[src/rtl/control_subcmd_scheduler.sv]
// control_subcmd_scheduler
//   Runs one framebuffer subcommand engine at a time and lends it the single
//   RAM write port. A command names an engine; the scheduler raises that
//   engine's enable, forwards its write stream to the RAM, acknowledges its
//   done, then drops enable and reports completion. A watchdog aborts engines
//   that never report done.
//
// Ports
//   clk, reset          system clock, asynchronous active-low reset
//   req_valid/engine    command request and target engine index
//   req_ready, busy     ready in IDLE, busy otherwise
//   eng_enable/eng_ack  one-hot enable and ack to the engines
//   eng_done/eng_we     per-engine done and write strobe
//   eng_row/column/pixel/data  flattened per-engine write address/data
//   row/column/pixel/data_out/ram_write_enable  RAM write port
//   cmd_done/cmd_error  completion pulse; error = timeout or bad index
module control_subcmd_scheduler #(
  parameter int unsigned NUM_ENGINES     = 3,
  parameter int unsigned PIXEL_WIDTH     = 64,
  parameter int unsigned PIXEL_HEIGHT    = 32,
  parameter int unsigned BYTES_PER_PIXEL = 2,
  parameter int unsigned TIMEOUT_CYCLES  = PIXEL_WIDTH * PIXEL_HEIGHT * BYTES_PER_PIXEL + 16,
  localparam int unsigned SEL_W  = (NUM_ENGINES > 1) ? $clog2(NUM_ENGINES) : 1,
  localparam int unsigned ROW_W  = (PIXEL_HEIGHT > 1) ? $clog2(PIXEL_HEIGHT) : 1,
  localparam int unsigned COL_W  = (PIXEL_WIDTH > 1) ? $clog2(PIXEL_WIDTH) : 1,
  localparam int unsigned PIX_W  = (BYTES_PER_PIXEL > 1) ? $clog2(BYTES_PER_PIXEL) : 1,
  localparam int unsigned DATA_W = 8
) (
  input  logic                          clk,
  input  logic                          reset,
  input  logic                          req_valid,
  input  logic [SEL_W-1:0]              req_engine,
  output logic                          req_ready,
  output logic                          busy,
  output logic [NUM_ENGINES-1:0]        eng_enable,
  output logic [NUM_ENGINES-1:0]        eng_ack,
  input  logic [NUM_ENGINES-1:0]        eng_done,
  input  logic [NUM_ENGINES-1:0]        eng_we,
  input  logic [NUM_ENGINES*ROW_W-1:0]  eng_row,
  input  logic [NUM_ENGINES*COL_W-1:0]  eng_column,
  input  logic [NUM_ENGINES*PIX_W-1:0]  eng_pixel,
  input  logic [NUM_ENGINES*DATA_W-1:0] eng_data,
  output logic [ROW_W-1:0]              row,
  output logic [COL_W-1:0]              column,
  output logic [PIX_W-1:0]              pixel,
  output logic [DATA_W-1:0]             data_out,
  output logic                          ram_write_enable,
  output logic                          cmd_done,
  output logic                          cmd_error
);

  localparam int unsigned TMR_W = (TIMEOUT_CYCLES > 0) ? $clog2(TIMEOUT_CYCLES + 1) : 1;
  localparam bit          WD_EN = (TIMEOUT_CYCLES != 0);
  localparam logic [TMR_W-1:0] TMR_LAST =
    TMR_W'((TIMEOUT_CYCLES == 0) ? 0 : TIMEOUT_CYCLES - 1);

  typedef enum logic [1:0] {
    S_IDLE,
    S_RUN,
    S_ACK,
    S_RELEASE
  } state_t;

  state_t                 r_state, w_state_nxt;
  logic [SEL_W-1:0]       r_sel, w_sel_nxt;
  logic [TMR_W-1:0]       r_timer, w_timer_nxt;
  logic                   r_err, w_err_nxt;
  logic [NUM_ENGINES-1:0] r_eng_enable, w_eng_enable_nxt;
  logic [NUM_ENGINES-1:0] r_eng_ack, w_eng_ack_nxt;
  logic                   r_cmd_done, w_cmd_done_nxt;
  logic                   r_cmd_error, w_cmd_error_nxt;

  logic                   w_req_invalid;
  logic                   w_timeout;
  logic [NUM_ENGINES-1:0] w_req_onehot;
  logic [NUM_ENGINES-1:0] w_sel_onehot;
  logic                   w_sel_done;
  logic                   w_sel_we;
  logic [ROW_W-1:0]       w_sel_row;
  logic [COL_W-1:0]       w_sel_col;
  logic [PIX_W-1:0]       w_sel_pix;
  logic [DATA_W-1:0]      w_sel_data;

  // Widened compare so the check also works when NUM_ENGINES is a power of two.
  assign w_req_invalid = ({1'b0, req_engine} >= (SEL_W + 1)'(NUM_ENGINES));
  assign w_timeout     = WD_EN && (r_timer == TMR_LAST);

  // Selected-engine mux; only slice r_sel can ever reach the RAM port.
  always_comb begin
    w_req_onehot = '0;
    w_sel_onehot = '0;
    w_sel_done   = 1'b0;
    w_sel_we     = 1'b0;
    w_sel_row    = '0;
    w_sel_col    = '0;
    w_sel_pix    = '0;
    w_sel_data   = '0;
    for (int unsigned i = 0; i < NUM_ENGINES; i++) begin
      w_req_onehot[i] = (req_engine == SEL_W'(i));
      w_sel_onehot[i] = (r_sel == SEL_W'(i));
      if (r_sel == SEL_W'(i)) begin
        w_sel_done = eng_done[i];
        w_sel_we   = eng_we[i];
        w_sel_row  = eng_row[i*ROW_W +: ROW_W];
        w_sel_col  = eng_column[i*COL_W +: COL_W];
        w_sel_pix  = eng_pixel[i*PIX_W +: PIX_W];
        w_sel_data = eng_data[i*DATA_W +: DATA_W];
      end
    end
  end

  always_ff @(posedge clk or negedge reset) begin
    if (!reset) begin
      r_state      <= S_IDLE;
      r_sel        <= '0;
      r_timer      <= '0;
      r_err        <= 1'b0;
      r_eng_enable <= '0;
      r_eng_ack    <= '0;
      r_cmd_done   <= 1'b0;
      r_cmd_error  <= 1'b0;
    end else begin
      r_state      <= w_state_nxt;
      r_sel        <= w_sel_nxt;
      r_timer      <= w_timer_nxt;
      r_err        <= w_err_nxt;
      r_eng_enable <= w_eng_enable_nxt;
      r_eng_ack    <= w_eng_ack_nxt;
      r_cmd_done   <= w_cmd_done_nxt;
      r_cmd_error  <= w_cmd_error_nxt;
    end
  end

  // Enable/ack/done are computed here as next-state values so that they
  // change on the same edge as the state they belong to.
  always_comb begin
    w_state_nxt      = r_state;
    w_sel_nxt        = r_sel;
    w_timer_nxt      = r_timer;
    w_err_nxt        = r_err;
    w_eng_enable_nxt = r_eng_enable;
    w_eng_ack_nxt    = '0;
    w_cmd_done_nxt   = 1'b0;
    w_cmd_error_nxt  = 1'b0;
    unique case (r_state)
      S_IDLE: begin
        if (req_valid) begin
          if (w_req_invalid) begin
            w_cmd_done_nxt  = 1'b1;
            w_cmd_error_nxt = 1'b1;
          end else begin
            w_sel_nxt        = req_engine;
            w_timer_nxt      = '0;
            w_err_nxt        = 1'b0;
            w_eng_enable_nxt = w_req_onehot;
            w_state_nxt      = S_RUN;
          end
        end
      end
      S_RUN: begin
        if (r_timer != '1) begin
          w_timer_nxt = r_timer + 1'b1;
        end
        // Done has priority over a coincident timeout.
        if (w_sel_done) begin
          w_eng_ack_nxt = w_sel_onehot;
          w_state_nxt   = S_ACK;
        end else if (w_timeout) begin
          w_err_nxt        = 1'b1;
          w_eng_enable_nxt = '0;
          w_cmd_done_nxt   = 1'b1;
          w_cmd_error_nxt  = 1'b1;
          w_state_nxt      = S_RELEASE;
        end
      end
      S_ACK: begin
        w_eng_enable_nxt = '0;
        w_cmd_done_nxt   = 1'b1;
        w_cmd_error_nxt  = r_err;
        w_state_nxt      = S_RELEASE;
      end
      S_RELEASE: begin
        w_state_nxt = S_IDLE;
      end
      default: begin
        w_eng_enable_nxt = '0;
        w_state_nxt      = S_IDLE;
      end
    endcase
  end

  // Write port forwards only while RUN; zero otherwise.
  always_comb begin
    ram_write_enable = 1'b0;
    row              = '0;
    column           = '0;
    pixel            = '0;
    data_out         = '0;
    if (r_state == S_RUN) begin
      ram_write_enable = w_sel_we;
      row              = w_sel_row;
      column           = w_sel_col;
      pixel            = w_sel_pix;
      data_out         = w_sel_data;
    end
  end

  assign req_ready  = (r_state == S_IDLE);
  assign busy       = (r_state != S_IDLE);
  assign eng_enable = r_eng_enable;
  assign eng_ack    = r_eng_ack;
  assign cmd_done   = r_cmd_done;
  assign cmd_error  = r_cmd_error;

endmodule

[config.mk]
export PLATFORM = sky130hd
export DESIGN_NAME = control_subcmd_scheduler
export DESIGN_NICKNAME = d
export VERILOG_FILES = /design/src/rtl/control_subcmd_scheduler.sv
export SDC_FILE = /design/constraint.sdc
export NUM_CORES = 1
export LEC_CHECK = 0
export CAP_MARGIN = 20
export CORE_AREA = 2 2 75 77
export CTS_CLUSTER_SIZE = 10
export DETAILED_ROUTE_END_ITERATION = 7
export DIE_AREA = 0 0 77 79
export PLACE_DENSITY_LB_ADDON = 0.3
export SLEW_MARGIN = 20
export SYNTH_ARGS = -nofsm -noshare
export SYNTH_HDL_FRONTEND = slang
export SYNTH_SLANG_ARGS = --single-unit
[constraint.sdc]
create_clock -name clk -period 4.97 [get_ports clk]
set_clock_uncertainty 0.05 [all_clocks]
set_input_delay 0.994 -clock clk [delete_from_list [all_inputs] [get_ports clk]]
set_output_delay 0.994 -clock clk [all_outputs]
set_load 0.01 [all_outputs]
==> impl_metrics.yaml <==
flow_run:
  cap_violations: 0
sta:
  worst_pin_slew_ps: 882
  timing.fmax_ghz: 0.279
  rsz0062_at_grt: "no"
  hold_violations: 0
  period_minus_slack_ps: 3590
  post-route-period-util_pct: 72.2
  relSlewSlack_pct: 41.2
  final-setup-viol-count: 0
  finalSetupTns_ps: 0
  slew_violations: 0
global_route:
  grt_usage_pct: 21.5
  grt_pass1_vias: 2033
  grt_max_degree: 29
  overflow: 0
  grt_pass1_wl_um: 10600
  antenna_found_initial: 0
logic_synthesis:
  avgSynthCellArea_sq_um: 8.30
  synthFlopType: "dfrtp_1"
  ys_seq_area_share_pct: 33.1
  syn_nets: 313
  yosys_warnings: 0
  ys_types: 48
  synth_seq_cells: 26
  synth_cells: 237
  synth_area_sq_mm: 0.00197
  synth-edff-count: 0
  async_reset_ff_share_pct: 100
floorplan:
  floorplan.die.height_um: 79
  coreArea_sq_mm: 0.00534
  ios: 102
  die_w_um: 77
  fp.dieArea_sq_mm: 0.00608
  initial_core_util_pct: 36.8
  row_count: 27
cts:
  htreeDepth: 1
  cts_tree: "done"
  clkLatencyLatePin_ps: 270
  clock-sinks: 26
  cts_max_path_buffers: 2
  cts_resized: 0
  cts_buffers: 3
  hold_buffers: 0
  post-cts-setup-buffer-count: 0
  path_clk_slew_ps: 90
  clockRootBuffer: "clkbuf_8"
worst_hold_path:
  hold_path.class: "flop to flop"
route:
  via_per_inst: 5.35
  drt_iter0_markers: 64
  wl_um: 6550
  first_pass_iters: 4
  route.vias.total: 2161
  ant_nets: 0
  drc: 0
  wl_per_cell_um: 16.2
placed_design:
  place_hpwl_um: 5030
  gp_congestion: 0.826
  placed_cells_incl_taps: 400
  port_buffers: 101
worst_setup_path:
  endpoint_kind: "primary output"
  required_ps: 3930
  startpoint_type: "flop"
  path_max_fanout: 19
  r2r_slack_ps: 2470
  crit_type: "flop to primary output"
  crit_arrival_ps: 2550
layout:
  antenna_cells: 0
  drive_above_1_share_pct: 5.12
  nets: 409
  area_growth_pct: 56.8
  fill_cells: 526
  fin_cells: 404
power:
  powerDensity_mw_per_mm2: 410
  power_leakage_nw: 1.25
  vdd_drop_max_v: 0.000270
status:
  status: "finished clean"
==> per-stage QoR <==
stage | instance area, sq um | hold slack [ps] | util (%) | power (W) | setup WS, ps
4_1_cts | 3080 | 459 | 57.7 | 0.00127 | 1350
6_report | 3080 | 455 | 57.8 | 0.00126 | 1380
5_1_grt | 3080 | 483 | 57.8 | 0.00137 | 1140
3_3_place_gp | 3020 | 426 | 56.7 | 0.00112 | 1600
2_1_floorplan | 1970 | 413 | - | 0.000821 | 2580
3_5_place_dp | 3020 | 435 | 56.7 | 0.00113 | 1560
==> cell usage after synthesis (2+ instances only) <==
cell type | number | area [sq um]
o31ai_1 | 3 | 22.5
o32a_1 | 2 | 20.0
o21ai_0 | 3 | 15.0
a21oi_1 | 30 | 150
nor2_1 | 46 | 173
nand2_1 | 13 | 48.8
inv_1 | 7 | 26.3
buf_6 | 2 | 22.5
clkbuf_1 | 8 | 30.0
nor3b_1 | 3 | 22.5
and4_1 | 3 | 26.3
mux2i_1 | 26 | 260
nand4_1 | 5 | 31.3
buf_2 | 2 | 10.0
nand3_1 | 7 | 35.0
ha_1 | 5 | 62.6
nor3_1 | 6 | 30.0
dfrtp_1 | 26 | 651
mux2_1 | 5 | 56.3
or4_1 | 3 | 22.5
or3_1 | 4 | 25.0
a211oi_1 | 2 | 15.0
==> report_power, final <==
part / switching (W) / internal (W)
clock network: 0.0000650 / 0.0000708
registers: 0.0000998 / 0.000259
logic: 0.000379 / 0.000390
total: 0.000544 / 0.000720
==> worst paths after layout <==
check	end	cells past startpoint	startpoint
max reg2reg	r_state[1]	5	r_sel[0]
max in group asynchronous	cmd_done	2	reset
min reg2reg	eng_enable[0]	1	eng_enable[0]
max	ram_write_enable	6	r_sel[0]
min	eng_enable[0]	1	eng_enable[0]
min in group asynchronous	r_timer[1]	2	reset
==> area by class of cell <==
type	count	area, sq um	area share, %
tap	72	90.1	2.92
inverter	8	30.0	0.974
clock buffer	4	55.1	1.78
sequential	26	651	21.1
timing repair buffer	104	1030	33.5
multi-input combinational	190	1220	39.7
==> flip-flops by register name, indices dropped and copies added (netlist names) <==
register    flops
r_state         2
cmd_error       1
eng_enable      3
r_timer        13
cmd_done        1
r_err           1
eng_ack         3
r_sel           2
==> cell families after synthesis <==
family                   count (synthesis)  synth area share (%)
flip-flops                              26                  33.1
multiplexers                            31                  16.1
adder cells (fa/ha/maj)                  5                  3.18
AO/OA/AOI/OAI                           55                  18.0
buffers and inverters                   21                  4.90
AND/OR/NAND/NOR                         99                  24.7
==> worst max-delay path, cell delays in order, from the launching register on <==
cell	delay, ps
dfrtp_1	930
buf_4	350
mux2i_1	210
nor2_1	60
a21oi_1	150
nor2_1	50
clkdlybuf4s50_1	530
==> cell usage in the layout (no fill, tap or decap), types with 5 or more instances in the layout <==
| master | instances |
|---|---|
| dfrtp_1 | 26 |
| ha_1 | 5 |
| mux2i_1 | 26 |
| nand4_1 | 5 |
| nand2_1 | 13 |
| inv_1 | 7 |
| mux2_1 | 5 |
| clkdlybuf4s50_1 | 101 |
| nand3_1 | 7 |
| nor2_1 | 46 |
| nor3_1 | 5 |
| a21oi_1 | 30 |
==> layer usage <==
layer  share of wire, %  up-vias  global-route usage, %
li1                   -     1060                      -
met1                 42     1020                   27.7
met2                 50       72                   37.7
met3                6.0        9                   4.20
met4                1.5        0                   3.93
met5                  0        -                      0
Note: power is estimated with default switching activity, not from simulation.
